`config.mk`:
```
export PLATFORM = sky130hd
export DESIGN_NAME = mult_hilo_ctrl
export DESIGN_NICKNAME = d
export VERILOG_FILES = /design/src/rtl/muldiv_pkg.sv /design/src/rtl/hilo_reg.sv /design/src/rtl/mult_hilo_ctrl.sv
export SDC_FILE = /design/constraint.sdc
export NUM_CORES = 1
export LEC_CHECK = 0
export ABC_AREA = 1
export BUFFER_PORTS_ARGS = -buffer_cell sky130_fd_sc_hd__buf_2
export CORE_MARGIN = 2
export CORE_UTILIZATION = 30
export DETAILED_ROUTE_END_ITERATION = 7
export GPL_ROUTABILITY_DRIVEN = 0
export SLEW_MARGIN = 20
export SYNTH_ARGS = -nofsm -noshare
export SYNTH_HDL_FRONTEND = slang
export SYNTH_SLANG_ARGS = --single-unit
```
`constraint.sdc`:
```
create_clock -name clk -period 1.6 [get_ports clk]
set_clock_uncertainty 0.1 [all_clocks]
set_input_delay 0.32 -clock clk [delete_from_list [all_inputs] [get_ports clk]]
set_output_delay 0.32 -clock clk [all_outputs]
set_load 0.05 [all_outputs]
```
`src/rtl/muldiv_pkg.sv`:
```
// Shared definitions for the multiply/divide EX-stage control logic:
// controller state encoding and the accumulate-operation codes.
package muldiv_pkg;

  localparam int unsigned ACC_W = 2;

  // Controller states: IDLE waits for a request, WAIT owns an in-flight product,
  // DRAIN lets the multiplier drop res_valid, KILL swallows a flushed product.
  typedef enum logic [1:0] {
    ST_IDLE  = 2'd0,
    ST_WAIT  = 2'd1,
    ST_DRAIN = 2'd2,
    ST_KILL  = 2'd3
  } mul_state_e;

  localparam logic [ACC_W-1:0] ACC_NONE = 2'b00;
  localparam logic [ACC_W-1:0] ACC_MADD = 2'b01;
  localparam logic [ACC_W-1:0] ACC_MSUB = 2'b10;

  // Map the reserved encoding onto a plain overwrite so it can never accumulate.
  function automatic logic [ACC_W-1:0] acc_sanitize(input logic [ACC_W-1:0] op);
    logic [ACC_W-1:0] res;
    res = ACC_NONE;
    if (op == ACC_MADD) res = ACC_MADD;
    if (op == ACC_MSUB) res = ACC_MSUB;
    return res;
  endfunction

endpackage

```
`src/rtl/hilo_reg.sv`:
```
// Architectural HI/LO register pair.
// A multiply commit has priority over MTHI/MTLO writes in the same cycle.
// With HILO_MADD_EN defined, a commit can add/subtract the product to/from {HI,LO}.
module hilo_reg
  import muldiv_pkg::*;
#(
  parameter int unsigned      WIDTH        = 32,
  parameter logic [WIDTH-1:0] HILO_RST_VAL = '0
) (
  input  logic               clk,
  input  logic               rst,
  input  logic               commit_i,
  input  logic [2*WIDTH-1:0] result_i,
`ifdef HILO_MADD_EN
  input  logic [ACC_W-1:0]   acc_op_i,
`endif
  input  logic               hi_we_i,
  input  logic               lo_we_i,
  input  logic [WIDTH-1:0]   wdata_i,
  output logic [WIDTH-1:0]   hi_o,
  output logic [WIDTH-1:0]   lo_o
);

  localparam int unsigned PW = 2 * WIDTH;

  logic [WIDTH-1:0] hi_q, hi_d;
  logic [WIDTH-1:0] lo_q, lo_d;
  logic [PW-1:0]    commit_val;

  // Next HI/LO: commit value (optionally accumulated) beats MTHI/MTLO.
  always_comb begin
    hi_d       = hi_q;
    lo_d       = lo_q;
    commit_val = result_i;
`ifdef HILO_MADD_EN
    case (acc_op_i)
      ACC_MADD: commit_val = PW'({hi_q, lo_q} + result_i);
      ACC_MSUB: commit_val = PW'({hi_q, lo_q} - result_i);
      default:  commit_val = result_i;
    endcase
`endif
    if (commit_i) begin
      hi_d = commit_val[PW-1:WIDTH];
      lo_d = commit_val[WIDTH-1:0];
    end else begin
      if (hi_we_i) hi_d = wdata_i;
      if (lo_we_i) lo_d = wdata_i;
    end
  end

  // HI/LO storage with synchronous active-low reset.
  always_ff @(posedge clk) begin
    if (!rst) begin
      hi_q <= HILO_RST_VAL;
      lo_q <= HILO_RST_VAL;
    end else begin
      hi_q <= hi_d;
      lo_q <= lo_d;
    end
  end

  assign hi_o = hi_q;
  assign lo_o = lo_q;

  // The pipeline stalls EX until commit, so MTHI/MTLO can never meet a commit.
  a_no_mt_on_commit : assert property (@(posedge clk) disable iff (!rst)
    !(commit_i && (hi_we_i || lo_we_i)));

endmodule

```
`src/rtl/mult_hilo_ctrl.sv`:
```
// EX-stage controller for MULT/MULTU: issues operands to the external iterative
// multiplier, stalls the pipeline until the product lands in HI/LO, and serves MTHI/MTLO.
// Optional feature macro HILO_MADD_EN adds ex_acc_op and MADD/MSUB accumulation.
module mult_hilo_ctrl
  import muldiv_pkg::*;
#(
  parameter int unsigned      WIDTH        = 32,
  parameter logic [WIDTH-1:0] HILO_RST_VAL = '0
) (
  input  logic               clk,
  input  logic               rst,
  input  logic               ex_mult_req,
  input  logic               ex_sign,
  input  logic [WIDTH-1:0]   ex_a,
  input  logic [WIDTH-1:0]   ex_b,
  input  logic               ex_mthi,
  input  logic               ex_mtlo,
  input  logic [WIDTH-1:0]   ex_wdata,
`ifdef HILO_MADD_EN
  input  logic [ACC_W-1:0]   ex_acc_op,
`endif
  input  logic               flush,
  output logic               stall_req,
  output logic               mult_opn_valid,
  output logic [WIDTH-1:0]   mult_a,
  output logic [WIDTH-1:0]   mult_b,
  output logic               mult_sign,
  input  logic               mult_res_valid,
  output logic               mult_res_ready,
  input  logic [2*WIDTH-1:0] mult_result,
  output logic [WIDTH-1:0]   hi_o,
  output logic [WIDTH-1:0]   lo_o,
  output logic               busy
);

  mul_state_e state_q;
`ifdef HILO_MADD_EN
  logic [ACC_W-1:0] acc_q;
`endif

  logic st_idle, st_wait, st_drain, st_kill;
  logic issue, commit;
  logic hi_we, lo_we;

  // State decode shared by the handshake and stall equations.
  assign st_idle  = (state_q == ST_IDLE);
  assign st_wait  = (state_q == ST_WAIT);
  assign st_drain = (state_q == ST_DRAIN);
  assign st_kill  = (state_q == ST_KILL);

  // Outputs are forced low while reset is asserted.
  assign issue  = rst && st_idle && ex_mult_req && !flush;
  assign commit = rst && st_wait && mult_res_valid;

  // Controller FSM: the multiplier cannot be aborted, so a flushed product is drained in KILL.
  always_ff @(posedge clk) begin
    if (!rst) begin
      state_q <= ST_IDLE;
`ifdef HILO_MADD_EN
      acc_q   <= ACC_NONE;
`endif
    end else begin
      case (state_q)
        ST_IDLE: begin
          if (issue) begin
            state_q <= ST_WAIT;
`ifdef HILO_MADD_EN
            acc_q   <= acc_sanitize(ex_acc_op);
`endif
          end
        end
        ST_WAIT: begin
          if (mult_res_valid)  state_q <= ST_DRAIN;
          else if (flush)      state_q <= ST_KILL;
        end
        ST_DRAIN: begin
          if (!mult_res_valid) state_q <= ST_IDLE;
        end
        ST_KILL: begin
          if (mult_res_valid)  state_q <= ST_DRAIN;
        end
        default: state_q <= ST_IDLE;
      endcase
    end
  end

  // Multiplier handshake; operands pass straight through from EX.
  assign mult_opn_valid = issue;
  assign mult_res_ready = rst && (st_wait || st_kill);
  assign mult_a         = ex_a;
  assign mult_b         = ex_b;
  assign mult_sign      = ex_sign;

  // Hold IF..EX from issue until the commit cycle, and keep a new request waiting while draining.
  assign stall_req = rst && ((st_idle && ex_mult_req && !flush) ||
                             (st_wait && !mult_res_valid) ||
                             ((st_drain || st_kill) && ex_mult_req));

  assign busy = !st_idle;

  // MTHI/MTLO from a flushed instruction must not retire.
  assign hi_we = ex_mthi && !flush;
  assign lo_we = ex_mtlo && !flush;

  hilo_reg #(
    .WIDTH        (WIDTH),
    .HILO_RST_VAL (HILO_RST_VAL)
  ) u_hilo_reg (
    .clk      (clk),
    .rst      (rst),
    .commit_i (commit),
    .result_i (mult_result),
`ifdef HILO_MADD_EN
    .acc_op_i (acc_q),
`endif
    .hi_we_i  (hi_we),
    .lo_we_i  (lo_we),
    .wdata_i  (ex_wdata),
    .hi_o     (hi_o),
    .lo_o     (lo_o)
  );

endmodule
```
# Yosys cells after proc, flatten, opt, wreduce, memory -nomap -nowiden

Cells that the tools add are included.

Flip-flop bits (word level): 66
Word-level logic and storage cells: 44

Muxes and demuxes: 10
Reduce and logical (&&, ||, !) cells: 24
Equality and inequality tests: 7

Operators by type and width:

| cell                                                 | number |
|---|---|
| 2-to-1 mux 32 bit                                    | 4 |
| logical AND 1 bit                                    | 13 |
| 2-to-1 mux 2 bit                                     | 5 |
| one-hot mux 2 bit (4 select lines)                   | 1 |
| inequality test 2 bit (second input constant)        | 3 |
| equality test 2 bit (second input constant)          | 2 |
| logical OR 1 bit                                     | 4 |
| AND reduction 4 bit                                  | 1 |
| nonzero test 2 bit                                   | 2 |
| zero test 1 bit                                      | 3 |
| inequality test 3 bit (second input constant)        | 1 |
| equality test 2 x 1 -> 1 bit (second input constant) | 1 |
| zero test 2 bit                                      | 1 |

# Depth between registers and ports, before layout

Gate-level depths: netlist of the first run.

Depth after elaboration: 6
Mapped depth: 9
Depth with buffers taken out: 8

# Hierarchy

Synthesis of the first run repeated with hierarchy kept, for this count alone.

Cell total of the unflattened synthesis: 588
Area total of the unflattened synthesis: 3741.1 um^2

Modules (own cells, without submodules):

| module         | sequential area each (um^2) | times used | area each (um^2) | cells each |
|---|---|---|---|---|
| hilo_reg       | 1281.2                      | 1          | 3040.4           | 485 |
| mult_hilo_ctrl | 40.0                        | 1          | 700.7            | 103 |

# Least setup slack after synthesis of the first run

No wires, ideal clock.

Kind: reg2out
Start point: register state_q[0]
End point: output stall_req
Required time: 1180 ps
Cell stages (with the launch flop): 4
Slack: -382 ps
Data arrival time: 1562 ps
Path through: dfxtp_1 nor2_1 inv_1 o22ai_1

Word-level cells in the longest chain between the ends: 6
Elaborated cells on any way between the ends: 12

RTL lines:

| element                         | line                 | RTL |
|---|---|---|
| start, declared                 | mult_hilo_ctrl.sv:36 | `mul_state_e state_q;` |
| start signal, assigned          | mult_hilo_ctrl.sv:58 | `state_q <= ST_IDLE;` |
| start signal, assigned          | mult_hilo_ctrl.sv:66 | `state_q <= ST_WAIT;` |
| start signal, assigned          | mult_hilo_ctrl.sv:73 | `if (mult_res_valid) state_q <= ST_DRAIN;` |
| zero test 2 bit                 | mult_hilo_ctrl.sv:46 | `assign st_idle = (state_q == ST_IDLE);` |
| logical AND 1 bit (2 in series) | mult_hilo_ctrl.sv:95 | `assign stall_req = rst && ((st_idle && ex_mult_req && !flush) \|\|` |
| logical OR 1 bit                | mult_hilo_ctrl.sv:95 |  |
| logical OR 1 bit *              | mult_hilo_ctrl.sv:96 | `(st_wait && !mult_res_valid) \|\|` |
| logical AND 1 bit *             | mult_hilo_ctrl.sv:95 |  |
| end, declared                   | mult_hilo_ctrl.sv:23 | `output logic stall_req,` |

Every way passes the cells marked *; elsewhere a longest branch is shown, timed or not.

# Worst setup path in the final report of the first run

Start point: register state_q[1]
End point: output stall_req

Same word-level chain as after synthesis.

==> flow_summary.ini, run 1 <==
[drt]
routed_wl_mm = 12.18
drtIter0Drc = 203
drtPass1Iterations = 4
drtAntennaViolNets = 0
vias_per_cell = 4.468
wl_per_cell_um = 14.14
vias = 3847
drc = 0

[sta]
tightest_slew_ns = 0.5703
fin_crit_ns = 1.627
maxSlewHeadroom = 0.6198
finalHoldViolCount = 0
setup_viol = 1
rsz0062_at_grt = yes
setup_ws_ns = -0.02651
fmax_mhz = 614.8
min_period_over_period = 1.017
maxSlewViolCount = 0

[critical_path]
critical_path_arrival_ns = 1.21
reg2reg_depth = 9
cp_data_required_time_ns = 1.18
cp-start-kind = register
cp-end-kind = output pin
critPathCapture = stall_req
startpoint = state_q[1]$_SDFFE_PN0P_
worstSetupPathType = register to output pin
r2r_start = state_q[1]$_SDFFE_PN0P_
critPathMaxFanout = 3
reg2reg_slack_ns = 0.10
reg2reg_to = u_hilo_reg.hi_o[2]$_SDFFE_PN0P_

[final_layout]
regArea_um2 = 1326
nFillCells = 1340
layout-drive-gt1-share = 0.3189
finalNetCount = 856
syn_to_final_growth_pct = 26.92
diodes = 0
multi_input_area_um2 = 1658

[die]
die_area_um2 = 13460
initial_utilization = 0.3108
chipWidth_um = 116.0
die_y_um = 116.0
num_io_pins = 301
core_area_um2 = 12110
rows = 40

[logic_synthesis]
yosysTopAreaCellShare = 0.3509
synth_common_cells = nand2_1 (139), nor2_1 (101), o21ai_0 (85), buf_4 (68), dfxtp_1 (66)
syn_avg_cell_area_um2 = 6.425
yosysUniqueCellTypes = 17
netlist_instances = 586
synth_nets = 754
synth_area_leader_cell = dfxtp_1
synth-edff-count = 0
synthArstFlopShare = 0
yosysWarnings = 0
syn_area_um2 = 3765
netlist_top_cells_area = dfxtp_1 (35%), nand2_1 (14%), buf_4 (14%), o21ai_0 (11%), nor2_1 (10%)
ys_ff_latch = 66
synth.most_common_cell = nand2_1
ys_seq_area_frac = 0.3509
synth_ff_type = dfxtp_1

[clocking]
clockBufferDepth = 2
clock-sinks = 66
clk_latency_ns = 0.33
path_clk_slew_ns = 0.05
cts_made_buffers = 9
hold_buffers = 0
cts-root-buf = clkbuf_16
htree_levels = 3
cts_tree = done

[place]
pre_cts_ws_ns = -0.01845
io_buffers = 170
dp_hpwl_mm = 8.988

[grt]
grt_pass1_wl_mm = 17.95
grt-ovfl-total = 0
first_global_vias = 3562
grt_max_degree = 66
antenna_found_initial = 0
gr-usage-all-layers = 0.1764

[pwr]
powerDensity_nw_per_um2 = 1309
p_leak_nw = 2.667
finalPower_mw = 6.254
vdd_drop_max_mv = 0.7381

[status]
failed_checks = setup timing
status = finished, violations left

[run]
drv_cap = 0

[min_path]
hp-start = rst
min_path_type = input port to register
[kinds of logic after synthesis]
| group | count (synthesis) | synth area share |
|---|---|---|
| buffers and inverters | 141 | 0.2223 |
| and+or+nand+nor | 277 | 0.2908 |
| DFF | 66 | 0.3509 |
| AOI/OAI and AO/OA | 102 | 0.1359 |
[power breakdown]
group          leakage [nW]  switching, mW  internal (mW)
sequential            0.547          0.114           1.86
combinational          1.96           1.56          0.636
clock                 0.156          0.708           1.38
[state kept, by name (all words and copies together), names as in the netlist]
register	cells
u_hilo_reg.hi_o	32
u_hilo_reg.lo_o	32
state_q	2
[placed cells by master, fill, tap and decap left out, drive strengths merged]
master	count
nor2	102
nand3	34
nand2	141
bufinv	1
o22ai	1
o21ai	98
inv	42
a21oi	3
clkbuf	15
buf	190
dfxtp	66
[layer usage]
metal  up-vias  routed length [um]  global-route usage  share of wire
li1       1974                   -                   -              -
met1      1691                5520              0.2259           0.45
met2       149                5404              0.2686           0.44
met3        33                 972             0.05492          0.080
met4         0                 279             0.08730          0.023
met5         -                   0                   0              0
[metrics by stage]
| step | instance area [um2] | utilization | hold slack (ns) | cells | TNS, ns |
|---|---|---|---|---|---|
| after global placement | 4360 | 0.3600 | 0.3892 | 844 | 0 |
| final | 4778 | 0.3945 | 0.1747 | 861 | -0.02651 |
| after detailed placement | 4360 | 0.3600 | 0.3893 | 844 | -0.03932 |
| after global routing | 4778 | 0.3945 | 0.1732 | 861 | -0.1348 |
| after CTS | 4737 | 0.3911 | 0.1586 | 861 | -0.04634 |
| after floorplan | 3786 | - | 0.3628 | 586 | -0.01264 |
[layout make-up]
type	instances	share of cell area
multi-input combinational	379	0.3469
sequential	66	0.2776
timing repair buffer	190	0.2304
clock buffer	15	0.06023
tap	168	0.04399
inverter	42	0.03456
clock inverter	1	0.006284
[timing repair]
action,4_1_cts,5_1_grt
pin swaps,1,4
gates resized for setup,14,13
setup endpoints to repair,4,57
setup buffers,1,0
[worst min path at each step]
stage / end / slack (ns) / depth (start not counted)
2_1_floorplan: state_q[1]$_SDFFE_PN0P_ / 0.36 / 2
3_3_place_gp: u_hilo_reg.lo_o[19]$_SDFFE_PN0P_ / 0.39 / 2
3_5_place_dp: u_hilo_reg.lo_o[3]$_SDFFE_PN0P_ / 0.39 / 2
4_1_cts: state_q[1]$_SDFFE_PN0P_ / 0.16 / 3
5_1_grt: state_q[1]$_SDFFE_PN0P_ / 0.17 / 3
6_report: state_q[1]$_SDFFE_PN0P_ / 0.17 / 3
[worst max-delay path, stage by stage (launching register included)]
cell and delay, ns:
dfxtp_4 0.36, nor2_4 0.13, inv_4 0.06, o22ai_4 0.14, buf_6 0.18
No activity file was read; power rests on OpenSTA's default activity.
==> run 2, diff against run 1 <==
--- a/config.mk
+++ b/config.mk
@@ -11,6 +11,7 @@
 export CORE_UTILIZATION = 30
 export DETAILED_ROUTE_END_ITERATION = 7
 export GPL_ROUTABILITY_DRIVEN = 0
+export PLACE_DENSITY_LB_ADDON = 0.2
 export SLEW_MARGIN = 20
 export SYNTH_ARGS = -nofsm -noshare
 export SYNTH_HDL_FRONTEND = slang
==> run 2 against run 1 <==
The run still ends with setup timing left. Clock-buffer cell count is 3 lower. Total power is 1.3% lower. Combinational power hardly changed. First-iteration DRC count is 4.4% higher. Clock power is 3% lower. Largest cell class unchanged. Hold slack better by 0.023 ns. Critical path type unchanged.
==> flow_summary.ini, run 2 (synthesis results as in run 1) <==
[final_layout]
finalNetCount = 856
nFillCells = 1373
layout-drive-gt1-share = 0.3203
syn_to_final_growth_pct = 26.02
layout_commonest_cell = buf_2
multi_input_area_um2 = 1663
fin_area_um2 = 4745
layout_common_cells = buf_2 (167), nand2_1 (138), nor2_1 (99)
regArea_um2 = 1329
instances_no_fill = 862

[sta]
tightest_slew_ns = 0.3193
fin_crit_ns = 1.628
fmax_mhz = 614.2
maxSlewViolCount = 0
maxSlewHeadroom = 0.7871
finalHoldViolCount = 0
setup_ws_ns = -0.02816
setup_viol = 1
min_period_over_period = 1.018
rsz0062_at_grt = yes

[place]
dp_hpwl_mm = 9.091
io_buffers = 170
dp.cells = 842
placedInstanceArea_um2 = 4320

[critical_path]
slowest_stage = dfxtp_4
critical_path_arrival_ns = 1.21
cp-end-kind = output pin
path_buf_inv = 2
cp_top_family = flip-flops
critPathMaxStageDelay_ns = 0.36
critPathMaxFanout = 4
cp-start-kind = register
cp_data_required_time_ns = 1.18
reg2reg_slack_ns = 0.13
cp_cell_sequence = nor2_4 > inv_2 > o22ai_4 > buf_6
worstSetupPathType = register to output pin

[clocking]
hold_buffers = 0
cts_tree = done
clock-sinks = 66
clockBufferDepth = 2
cts_made_buffers = 9
path_clk_slew_ns = 0.06
clk_latency_ns = 0.32
cts-root-buf = clkbuf_16
htree_levels = 3

[die]
die_area_um2 = 13460
num_io_pins = 301
initial_utilization = 0.3108
core_area_um2 = 12110
die_y_um = 116.0
chipWidth_um = 116.0
rows = 40

[drt]
drc = 0
vias = 3848
vias_per_cell = 4.464
drtIter0Drc = 212
drtAntennaViolNets = 0
drtPass1Iterations = 4
wl_per_cell_um = 14.35
routed_wl_mm = 12.37

[grt]
grt-ovfl-total = 0
grt_pass1_wl_mm = 18.64
gr-usage-all-layers = 0.1780
grt_max_degree = 35
antenna_found_initial = 0
first_global_vias = 3661

[pwr]
powerDensity_nw_per_um2 = 1301
p_switching_mw = 2.403
vdd_drop_max_mv = 0.8293
finalPower_mw = 6.174
p_clk_frac = 0.327
power_frac_comb = 0.354
seq_power_share = 0.319
p_leak_nw = 2.647
swShare = 0.3893
internal-power_mw = 3.770

[min_path]
min_path_type = input port to register

[run]
drv_cap = 0

[status]
failed_checks = setup timing
status = finished, violations left
## run 2: stage by stage
step | utilization | setup TNS, ns | setup WS (ns) | hold slack (ns)
floorplan | - | -0.01264 | -0.01264 | 0.3628
finish | 0.3917 | -0.02816 | -0.02816 | 0.1974
CTS | 0.3873 | -0.03929 | -0.03929 | 0.1803
global placement | 0.3567 | 0 | 0.03197 | 0.3882
detailed placement | 0.3567 | -0.2284 | -0.02774 | 0.3913
global route | 0.3915 | -0.07112 | -0.07112 | 0.2064
## run 2: what timing repair did
action	CTS	global route
gates cloned	0	1
hold endpoints to repair	0	0
endpoints found under the setup margin	4	35
gates resized for setup	17	8
pin swaps	3	2
setup buffers	2	0
## run 2: layout make-up
| type | count | area share |
|---|---|---|
| multi-input combinational | 379 | 0.3505 |
| clock inverter | 4 | 0.01055 |
| clock buffer | 12 | 0.05406 |
| antenna | 1 | 0.0005274 |
| sequential | 66 | 0.2801 |
| inverter | 42 | 0.03376 |
| timing repair buffer | 190 | 0.2263 |
| tap | 168 | 0.04430 |
## run 2: worst reg2reg max path: cells and delay by family, from the launching register on
family | cells | cell delay (ns)
flops | 1 | 0.36
simple gates | 5 | 0.50
buf+inv | 4 | 0.44
## run 2: power groups by stage
stage / Combinational (mW) / Clock, mW / Sequential (mW)
after floorplan: 1.27 / 0 / 2.64
after global placement: 2.07 / 0 / 1.99
after detailed placement: 2.08 / 0 / 1.99
after CTS: 2.16 / 2.08 / 1.97
after global routing: 2.37 / 2.14 / 2.00
final: 2.18 / 2.02 / 1.97
## run 2: final timing paths
check / startpoint / to / depth (start not counted)
worst max-delay path: state_q[0]$_SDFFE_PN0P_ / stall_req / 4
worst min-delay path: rst / state_q[1]$_SDFFE_PN0P_ / 3
worst max register to register: state_q[1]$_SDFFE_PN0P_ / u_hilo_reg.lo_o[6]$_SDFFE_PN0P_ / 9
worst min register to register: u_hilo_reg.lo_o[17]$_SDFFE_PN0P_ / u_hilo_reg.lo_o[17]$_SDFFE_PN0P_ / 2
## run 2: routing by layer
metal	wire, um	part of all wire	GRT usage	up-vias
li1	-	-	-	1983
met3	1040	0.084	0.05282	33
met5	0	0	0	-
met1	5497	0.44	0.2297	1683
met2	5634	0.46	0.2819	149
met4	195	0.016	0.06587	0
==> run 3, diff against run 2 <==
--- a/config.mk
+++ b/config.mk
@@ -5,11 +5,11 @@
 export SDC_FILE = /design/constraint.sdc
 export NUM_CORES = 1
 export LEC_CHECK = 0
-export ABC_AREA = 1
-export BUFFER_PORTS_ARGS = -buffer_cell sky130_fd_sc_hd__buf_2
-export CORE_MARGIN = 2
-export CORE_UTILIZATION = 30
+export BUFFER_PORTS_ARGS = -buffer_cell sky130_fd_sc_hd__buf_4
+export CORE_AREA = 2 2 117 119
+export CTS_BUF_LIST = sky130_fd_sc_hd__clkbuf_16
 export DETAILED_ROUTE_END_ITERATION = 7
+export DIE_AREA = 0 0 119 121
 export GPL_ROUTABILITY_DRIVEN = 0
 export PLACE_DENSITY_LB_ADDON = 0.2
 export SLEW_MARGIN = 20
==> run 3 against run 2 <==
The run still ends with setup timing left. Sequential share of layout area shrank 3.1 points. Cell area increased by 12%. Synthesized cell count decreased by 25%. Setup slack got worse by 0.19 ns. Area after synthesis is 8.9% lower. Critical endpoint is now mult_opn_valid. Largest cell class is now buffers. Critical path depth decreased by 1. Sequential cell count unchanged. Cell count decreased by 15%. Clock power down 5%. Highest routed layer unchanged. Global-route usage is 2.4 points lower.
==> flow_summary.ini, run 3 <==
[grt]
antenna_found_initial = 0
grt_pass1_wl_mm = 17.53
gr-usage-all-layers = 0.1535
first_global_vias = 3378
grt_max_degree = 69
grt-ovfl-total = 0

[logic_synthesis]
ys_ff_latch = 66
synth_compound_area_frac = 0.2285
synth_top_family_by_area = compound AO/OA/AOI/OAI gates
synthArstFlopShare = 0
syn_avg_cell_area_um2 = 7.756
synth_xor_area_frac = 0
synth_mux_area_frac = 0.002920
synth_ff_type = dfxtp_1
netlist_instances = 442
synthAdderAreaFrac = 0
yosysWarnings = 0
netlist_top_cells_area = dfxtp_1 (39%), buf_4 (14%), nand2_1 (14%), a31oi_1 (12%), o21ai_1 (7.9%)
yosys.area_share.simple = 0.1690
synth.most_common_cell = nand2_1
yosysTopAreaCellShare = 0.3854
synth_nets = 610
yosysUniqueCellTypes = 24
synth_area_leader_cell = dfxtp_1
synth_common_cells = nand2_1 (129), buf_4 (66), dfxtp_1 (66), a31oi_1 (64), o21ai_1 (54)
syn_area_um2 = 3428
ys_seq_area_frac = 0.3854
synth-edff-count = 0

[min_path]
hp-start = ex_wdata[22]
hold_path_end = u_hilo_reg.hi_o[22]$_SDFFE_PN0P_
min_path_type = input port to register
worstHoldPathCells = 3

[clocking]
cts_made_buffers = 9
clock-sinks = 66
cts-root-buf = clkbuf_16
htree_levels = 3
cts_tree = done
path_clk_slew_ns = 0.06
clk_latency_ns = 0.33
hold_buffers = 0
clockBufferDepth = 2

[critical_path]
slowest_stage = or3b_4
reg2reg_slack_ns = -0.04
worstSetupPathType = register to output pin
critical_path_arrival_ns = 1.39
cp-end-kind = output pin
reg2reg_depth = 8
reg2reg_to = u_hilo_reg.hi_o[30]$_SDFFE_PN0P_
r2r_start = state_q[1]$_SDFFE_PN0P_
cp_data_required_time_ns = 1.18
cp_cell_sequence = or3b_4 > nor3b_4 > buf_6
critPathMaxFanout = 2
cp-start-kind = register
startpoint = state_q[1]$_SDFFE_PN0P_
critPathMaxStageDelay_ns = 0.38

[sta]
fin_crit_ns = 1.815
fin_setup_tns_ns = -0.7801
fmax_mhz = 551.0
setup_ws_ns = -0.2149
finalHoldViolCount = 0
tightest_slew_ns = 0.6506
setup_viol = 23
rsz0062_at_grt = yes
min_period_over_period = 1.134
fin_hold_ws_ns = 0.1638
maxSlewViolCount = 0
maxSlewHeadroom = 0.5663

[final_layout]
layout-drive-gt1-share = 0.5349
finalNetCount = 722
nFillCells = 1331
layout_commonest_cell = buf_4
multi_input_area_um2 = 1730
instances_no_fill = 735
regArea_um2 = 1326
syn_to_final_growth_pct = 55.62
diodes = 0
layout_common_cells = buf_4 (177), nand2_1 (128), dfxtp_1 (64)
fin_area_um2 = 5335
utilization = 0.4077

[drt]
drtIter0Drc = 141
wl_per_cell_um = 17.74
drtAntennaViolNets = 0
drc = 0
drtPass1Iterations = 4
routed_wl_mm = 13.04
vias_per_cell = 4.780
vias = 3513

[pwr]
vdd_drop_max_mv = 0.3903
p_leak_nw = 2.259
powerDensity_nw_per_um2 = 927.4

[run]
drv_cap = 0

[place]
dp.cells = 700
dp_hpwl_mm = 8.081
placedInstanceArea_um2 = 4370
io_buffers = 170

[die]
num_io_pins = 301
rows = 42
chipWidth_um = 119
die_y_um = 121
initial_utilization = 0.2620
die_area_um2 = 14400
core_area_um2 = 13090

[status]
status = finished, violations left
failed_checks = setup timing
[run 3: cell types whose count changed after synthesis, sizes merged, moves of 2 or more]
cell | before | now
nor2 | 102 | 3
nand2 | 141 | 129
o21ai | 98 | 65
buf | 89 | 96
a21oi | 3 | 1
a31oi | 0 | 64
and2 | 0 | 2
inv | 42 | 0
nor2b | 0 | 2
nand3 | 34 | 0
nand2b | 0 | 2
clkbuf | 10 | 5
[run 3: layer usage]
| layer | global-route usage | up-vias | part of all wire |
|---|---|---|---|
| met5 | 0 | - | 0 |
| met4 | 0.08482 | 0 | 0.029 |
| met3 | 0.03947 | 45 | 0.054 |
| met2 | 0.2583 | 143 | 0.50 |
| met1 | 0.1781 | 1659 | 0.42 |
| li1 | - | 1666 | - |
[run 3: logic make-up after synthesis]
kind of cell,after synthesis
buffers and inverters,101
and+or+nand+nor,142
muxes,1
AOI/OAI and AO/OA,132
DFF,66
[run 3: where the power goes]
part	total (mW)	internal (mW)	leakage [nW]	switching, mW
logic	1.23	0.493	1.58	0.733
registers	1.80	1.74	0.542	0.0550
clock network	1.92	1.19	0.140	0.737
[run 3: cell type report]
type / instances / area share
tap: 176 / 0.04128
clock inverter: 7 / 0.01126
multi-input combinational: 275 / 0.3243
timing repair buffer: 202 / 0.3323
sequential: 66 / 0.2486
clock buffer: 9 / 0.04221
[run 3: how the worst max path moves through the flow]
| stage | end | cells after the start |
|---|---|---|
| after floorplan | mult_opn_valid | 2 |
| after global placement | mult_opn_valid | 4 |
| after detailed placement | mult_opn_valid | 4 |
| after CTS | mult_opn_valid | 3 |
| after global routing | mult_opn_valid | 3 |
| final | mult_opn_valid | 3 |
[run 3: per-stage QoR]
step	setup slack (ns)	power, mW
after floorplan	-0.09426	2.891
after global placement	-0.05711	2.915
after detailed placement	-0.07145	2.922
after CTS	-0.2328	4.887
after global routing	-0.2634	5.141
final	-0.2149	4.948
[run 3: what timing repair did]
action / 4_1_cts / 5_1_grt
resized for setup: 13 / 78
pin swaps: 4 / 4
buffers inserted: 3 / 5
cloned: 0 / 11
endpoints found under the hold margin: 0 / 0
setup endpoints to repair: 4 / 66
[run 3: critical path: cells and delay by family (launching register included)]
kind                   cells  cell delay [ns]
DFF                        1             0.32
buffers and inverters      1             0.18
and+or+nand+nor            2             0.56
